[config.mk]
export PLATFORM = sky130hd
export DESIGN_NAME = scoreboard_hazard_unit
export DESIGN_NICKNAME = d
export VERILOG_FILES = /design/src/rtl/scoreboard_hazard_unit.sv
export SDC_FILE = /design/constraint.sdc
export NUM_CORES = 1
export LEC_CHECK = 0
export BUFFER_PORTS_ARGS = -buffer_cell sky130_fd_sc_hd__buf_2
export CAP_MARGIN = 0
export CORE_MARGIN = 5
export CORE_UTILIZATION = 45
export CTS_CLUSTER_SIZE = 28
export DETAILED_ROUTE_END_ITERATION = 7
export GPL_TIMING_DRIVEN = 0
export PLACE_DENSITY = 0.68
export SYNTH_ARGS = -nofsm -noshare
export SYNTH_HDL_FRONTEND = slang
export SYNTH_SLANG_ARGS = --single-unit
[constraint.sdc]
create_clock -name clk -period 4.8 [get_ports clk]
set_clock_uncertainty 0.05 [all_clocks]
set_input_delay 0.48 -clock clk [delete_from_list [all_inputs] [get_ports clk]]
set_output_delay 0.48 -clock clk [all_outputs]
set_load 0.02 [all_outputs]
[src/rtl/scoreboard_hazard_unit.sv]
// scoreboard_hazard_unit: forwarding, load-use/branch hazards and a one-entry multi-cycle scoreboard
module scoreboard_hazard_unit #(
    parameter int REG_AW = 5,
    parameter int MC_LAT = 4,
    parameter int CNT_W  = 32
) (
    input  logic              clk,
    input  logic              reset,
    input  logic [REG_AW-1:0] rs1_d,
    input  logic [REG_AW-1:0] rs2_d,
    input  logic [REG_AW-1:0] rd_d,
    input  logic              regwrite_d,
    input  logic              mc_d,
    input  logic [REG_AW-1:0] rs1_e,
    input  logic [REG_AW-1:0] rs2_e,
    input  logic [REG_AW-1:0] rd_e,
    input  logic              regwrite_e,
    input  logic              load_e,
    input  logic              mc_e,
    input  logic              branch_taken_e,
    input  logic [REG_AW-1:0] rd_m,
    input  logic [REG_AW-1:0] rd_w,
    input  logic              regwrite_m,
    input  logic              regwrite_w,
    output logic              en_f,
    output logic              en_d,
    output logic              flush_d,
    output logic              flush_e,
    output logic [1:0]        forward_ae,
    output logic [1:0]        forward_be,
    output logic              mc_busy,
    output logic              mc_done,
    output logic [REG_AW-1:0] mc_rd,
    output logic [CNT_W-1:0]  stall_cycles
);
    localparam int NREG = 2 ** REG_AW;

    typedef enum logic {IDLE, BUSY} state_t;

    state_t            state, state_nx;
    logic [3:0]        count, count_nx;
    logic [NREG-1:0]   pending, pending_nx;
    logic [REG_AW-1:0] mc_rd_nx;
    logic              lu, mi, sb, sm, stall;
    logic              unused_regwrite_e;

    // The EX write enable is implied by load_e/mc_e for every hazard term.
    assign unused_regwrite_e = regwrite_e;

    assign forward_ae = (regwrite_m && rd_m == rs1_e && rs1_e != '0) ? 2'b10 :
                        (regwrite_w && rd_w == rs1_e && rs1_e != '0) ? 2'b01 : 2'b00;
    assign forward_be = (regwrite_m && rd_m == rs2_e && rs2_e != '0) ? 2'b10 :
                        (regwrite_w && rd_w == rs2_e && rs2_e != '0) ? 2'b01 : 2'b00;

    // Stall sources: load-use, multi-cycle issue dependants, scoreboard hits, structural
    always_comb begin
        lu    = load_e && rd_e != '0 && (rd_e == rs1_d || rd_e == rs2_d);
        mi    = mc_e && rd_e != '0 && (rd_e == rs1_d || rd_e == rs2_d || (regwrite_d && rd_d == rd_e));
        sb    = (rs1_d != '0 && pending[rs1_d]) || (rs2_d != '0 && pending[rs2_d]) ||
                (regwrite_d && rd_d != '0 && pending[rd_d]);
        sm    = mc_d && (state == BUSY || mc_e);
        stall = lu || mi || sb || sm;
    end

    assign en_f    = !stall;
    assign en_d    = !stall;
    assign flush_e = stall || branch_taken_e;
    assign flush_d = branch_taken_e;
    assign mc_busy = state == BUSY;
    assign mc_done = state == BUSY && count == '0;

    // Next state of the multi-cycle tracker: issue, count down, retire
    always_comb begin
        state_nx   = state;
        count_nx   = count;
        pending_nx = pending;
        mc_rd_nx   = mc_rd;
        if (state == IDLE && mc_e) begin
            state_nx = BUSY;
            count_nx = 4'(MC_LAT - 1);
            mc_rd_nx = rd_e;
            if (rd_e != '0) pending_nx[rd_e] = 1'b1;
        end else if (state == BUSY && count != '0) begin
            count_nx = count - 4'd1;
        end else if (state == BUSY) begin
            pending_nx[mc_rd] = 1'b0;
            state_nx          = IDLE;
        end
    end

    // Tracker registers and the saturating stall-cycle counter
    always_ff @(posedge clk or posedge reset) begin
        if (reset) begin
            state        <= IDLE;
            count        <= '0;
            pending      <= '0;
            mc_rd        <= '0;
            stall_cycles <= '0;
        end else begin
            state   <= state_nx;
            count   <= count_nx;
            pending <= pending_nx;
            mc_rd   <= mc_rd_nx;
            if (stall && !(&stall_cycles)) stall_cycles <= stall_cycles + CNT_W'(1);
        end
    end
endmodule

* Word-level counts from Yosys, hierarchy flattened
Cells that the tools add are included.
** Word-level totals
- Memory bits (writable) :: 0
- Register bits after elaboration :: 74
- Output and inout port bits :: 47
- Latch bits :: 0
- Word-level logic and storage cells :: 96
- Memories :: 0
- ROM bits :: 0
** Operators by class
- Bitwise logic cells :: 4
- Add/subtract/negate cells :: 2
- Divide/modulo/power cells :: 0
- Shifts and indexed selects :: 0
- $mul :: 0
- Equality and inequality tests :: 9
- Reduce and logical (&&, ||, !) cells :: 47
- Mux-type cells :: 22
- $lt $le $gt $ge :: 7
** Operators by type and width (number)
- $mux 32 :: 4
- $eq 5x5->1 :: 7
- $add 32x1->32 const B :: 1
- $and 32x32->32 :: 1
- $not 32->32 :: 1
- $or 32x32->32 :: 1
- $reduce_and 32->1 :: 1
- $lt 5x6->1 const B :: 5
- $reduce_bool 5->1 :: 6
- $logic_and 1x1->1 :: 24
- $bmux 1 s5 :: 3
- $demux 1 s5 :: 2
- $ge 5x1->1 const B :: 2
- $logic_or 1x1->1 :: 9
- $mux 1 :: 9
- $mux 4 :: 2
- $logic_not 4->1 :: 1
- $mux 2 :: 2
- $ne 2x2->1 const B :: 2
- $reduce_bool 2->1 :: 2
- $reduce_bool 4->1 :: 1
- $sub 4x1->4 const B :: 1
- $reduce_and 3->1 :: 1
- $logic_not 1->1 :: 2
- $not 1->1 :: 1

* Logic depth before layout (Yosys ltp)
- Word-level depth :: 9
- Depth in mapped cells :: 11
- Depth with buffers taken out :: 8

* Worst setup path after synthesis
Ideal clock, no wire load.
- Path type :: input -> output
- Start point :: input port rs1_d[0]
- End point :: output port en_f
- Path slack :: 1.786 ns
- Buffers on the path :: 2
- Cell stages on the path :: 8
- Arrival time :: 2.484 ns
- Required time :: 4.270 ns
- Cells stage by stage :: buf_4 mux4_2 a32o_1 a32oi_1 and4_1 nand4_1 nor2_1 buf_4
** On the way
- Longest elaborated chain between the ends :: 8
- Elaborated cells on any way between the ends :: 15
** Ends and longest elaborated chain
- start: declaration :: line 9 : input logic [REG_AW-1:0] rs1_d,
- $bmux 1 s5 or $eq 5x5->1 (tied branches) :: line 59, 57, 58
- $mux 1 (implied by the code) or $logic_or 1x1->1 (tied branches) :: line 59, 57, 58
- $logic_and 1x1->1 or $logic_or 1x1->1 (tied branches) :: line 59, 58
- $logic_or 1x1->1 or $logic_and 1x1->1 (tied branches) :: line 59, 58
- $logic_or 1x1->1 (on tied branches) :: line 59, 62
- $logic_or 1x1->1 * (2 in a row) :: line 62 : stall = lu || mi || sb || sm;
- $logic_not 1->1 *
- end: declaration :: line 25 : output logic en_f,
Mark *: on every way between the ends. The rest lies on a longest branch, timed or not. The select of a mux whose other input is x is not followed.

* Worst setup path in the final report
- Start point :: register pending[24]
- End point :: output port en_f
** On the way
- Longest elaborated chain between the ends :: 8
- Elaborated cells on any way between the ends :: 14
** Ends and longest elaborated chain
- start: declaration :: line 42 : logic [NREG-1:0] pending, pending_nx;
- start signal: assignment :: line 102 : pending <= pending_nx;
- $bmux 1 s5 :: line 59 : sb = (rs1_d != '0 && pending[rs1_d]) || (rs2_d != '0 && pending[rs2_d]) ||
- $mux 1 (implied by the code) :: line 59
- $logic_and 1x1->1 :: line 59
- $logic_or 1x1->1 :: line 59
- $logic_or 1x1->1 * :: line 59
- $logic_or 1x1->1 * (2 in a row) :: line 62
- $logic_not 1->1 * :: line 65 : assign en_f = !stall;
Marked as above.

==> impl_metrics.py <==
metrics = {
    "power": {
        "power.switching_w": 0.000837,
        "comb_power_share_pct": 35.5,
        "internal_power_w": 0.00131,
        "clkPwrFrac_pct": 20.9,
        "total_leakage_power_nw": 2.45,
        "power_density_nw_per_um2": 396,
        "p_sw_share_pct": 39.0,
        "p_seq_share_pct": 43.7,
        "vdd_drop_max_mv": 0.230,
    },
    "timing": {
        "rsz0062_at_grt": "no",
        "setup_viol": 0,
        "worst_slew_pin_slew_ps": 903,
        "tns_ps": 0,
        "post-route-period-util_pct": 67.1,
        "max_freq_mhz": 310,
        "whs_ps": 248,
        "slew_headroom_pct": 39.8,
        "hold_viol": 0,
        "min_period_ps": 3220,
        "maxSlewViolCount": 0,
    },
    "worst_hold_path": {
        "hold_path.class": "in -> async",
    },
    "cts": {
        "clockBufferDepth": 2,
        "cts_made_buffers": 9,
        "clk_pin_slew_ps": 70,
        "clk_latency_ps": 360,
        "cts_tree": "yes",
        "cts_setup_buffers": 0,
        "htree_levels": 3,
        "cts_resized": 0,
        "cts-hold-fix-buffers": 0,
        "cts_sinks": 74,
        "cts_root_buf": "clkbuf_8",
    },
    "global_routing": {
        "globalRouteMet1Util_pct": 28.8,
        "grt_use_met3_pct": 4.91,
        "grt_pass1_vias": 4005,
        "grt_max_degree": 75,
        "gr-total-overflow": 0,
        "grtUsageTotal_pct": 20.6,
        "globalRoute.busiestLayer": "met2",
        "antenna_found_initial": 0,
        "gr-usage-met2_pct": 31.8,
        "grt_pass1_wl_um": 21000,
    },
    "synthesis": {
        "ys_ff_latch": 74,
        "synth_area_leaders": "dfrtp_1 40%, mux4_2 9.1%, xor2_1 7.1%, o21ai_0 6.8%, xnor2_1 5.2%",
        "yosysSeqAreaShare_pct": 39.5,
        "synth_top_cell_by_area": "dfrtp_1",
        "yosysMostFrequentCell": "dfrtp_1",
        "yosysWarnings": 0,
        "synth_top_area_share_pct": 39.5,
        "syn_inst": 485,
        "synth_ff_type": "dfrtp_1",
        "ys_types": 48,
        "syn_area_per_cell_um2": 9.66,
        "syn_nets": 537,
        "netlist_area_um2": 4680,
        "synth_common_cells": "74 x dfrtp_1, 64 x o21ai_0, 44 x nand2_1",
        "synth-edff-count": 0,
        "synthArstFlopShare_pct": 100,
    },
    "floorplan": {
        "die_area_um2": 12500,
        "start_util_pct": 45.8,
        "core_um2": 10200,
        "die_h_um": 112,
        "fp.dieW_um": 112,
        "ios": 97,
        "row_count": 37,
    },
    "drt": {
        "wl_per_cell_um": 17.6,
        "ant_nets": 0,
        "drt-initial-drc-count": 383,
        "drc_errors": 0,
        "wl_um": 12600,
        "dr.pass1.iters": 6,
        "vias": 4138,
        "via_per_inst": 5.78,
    },
    "place": {
        "port_buffers": 81,
        "gp_congestion": 0.891,
        "dp_hpwl_um": 9610,
    },
    "flow_run": {
        "max-cap-violations": 0,
    },
    "worst_setup_path": {
        "cp_data_arrival_time_ps": 2690,
        "cp-end-kind": "primary output",
        "path_class": "reg -> out",
        "cp-start-kind": "register",
        "cp_max_fo": 5,
        "required_ps": 4270,
    },
    "final_layout": {
        "antenna_cells": 0,
        "syn_to_final_growth_pct": 16.0,
        "drive_gt1_share_pct": 24.1,
        "layout.nets": 629,
    },
    "status": {
        "status": "finished, final reports clean",
    },
}
[power by group through the flow]
stage | logic, W | clock network [W] | registers [W]
final | 0.000762 | 0.000448 | 0.000938
after global routing | 0.000850 | 0.000489 | 0.000964
after CTS | 0.000766 | 0.000459 | 0.000933
after detailed placement | 0.000762 | 0 | 0.000944
after global placement | 0.000750 | 0 | 0.000930
after floorplan | 0.000487 | 0 | 0.000951
[kinds of logic (layout without fill, tap and decap cells)]
kind of cell	count (synthesis)	in the layout	synth area share [%]
flops	74	74	39.5
fa+ha+maj	2	2	0.534
xor+xnor	66	66	12.3
simple gates	198	198	22.2
compound gates	84	84	10.4
buf+inv	31	126	3.26
mux	30	30	11.7
[flip-flops by register name, indices dropped and copies added, names as in the netlist]
register,flops
pending,32
stall_cycles,32
mc_rd,5
count,4
mc_busy,1
[cells in the final DEF, fill, tap and decap left out, drive strengths merged, types with 2 or more instances in the layout]
cell type	n
a21oi	2
a221oi	2
a22oi	3
a32o	2
and2	2
and3	4
and4	2
buf	92
clkbuf	22
clkinv	3
dfrtp	74
ha	2
inv	8
mux2	8
mux2i	3
mux4	19
nand2	44
nand2b	8
nand3	32
nand3b	6
nand4	14
nor2	38
nor2b	9
nor3	17
nor3b	4
nor4	8
o21ai	64
o31ai	3
or3	2
or4	4
xnor2	28
xor2	38
[metal layers]
| layer | part of all wire (%) | vias up |
|---|---|---|
| met5 | 0 | - |
| met1 | 43 | 2006 |
| met3 | 7.9 | 17 |
| li1 | - | 1950 |
| met2 | 47 | 165 |
| met4 | 1.8 | 0 |
[critical path, cell delays in order (launching register included)]
cell and delay, ps:
dfrtp_1 430, mux4_2 480, a32o_1 270, a32oi_1 130
and4_1 180, nand4_1 200, nor2_1 330, buf_4 160
buf_2 150
[layout make-up]
cell class	instances	area [um2]
multi-input cells	380	2680
flip-flops and latches	74	1850
well taps	136	170
inverters	8	32.5
repair buffers	81	405
clock inverters	4	45.0
clock buffers	10	128
fillers	949	4800
plain buffers	23	123
[metrics by stage]
step | std cells | total power [W] | area, um2 | utilization (%) | setup slack (ps)
final | 716 | 0.00215 | 5430 | 53.1 | 1580
after global routing | 716 | 0.00230 | 5430 | 53.1 | 1330
after global placement | 702 | 0.00168 | 5260 | 51.4 | 1540
after CTS | 716 | 0.00216 | 5430 | 53.1 | 1540
after detailed placement | 702 | 0.00171 | 5260 | 51.4 | 1590
after floorplan | 485 | 0.00144 | 4680 | - | 1790
[path summary, 6_finish.rpt]
check | start | end | slack, ps | cells past startpoint
max | pending[24] | en_f | 1580 | 8
min | reset | stall_cycles[2] | 250 | 2
max reg2reg | pending[24] | stall_cycles[1] | 2080 | 8
min reg2reg | stall_cycles[25] | stall_cycles[25] | 450 | 1
max in group asynchronous | reset | pending[4] | 3830 | 2
min in group clk | stall_cycles[25] | stall_cycles[25] | 450 | 1
Note: power is estimated with default switching activity, not from simulation.
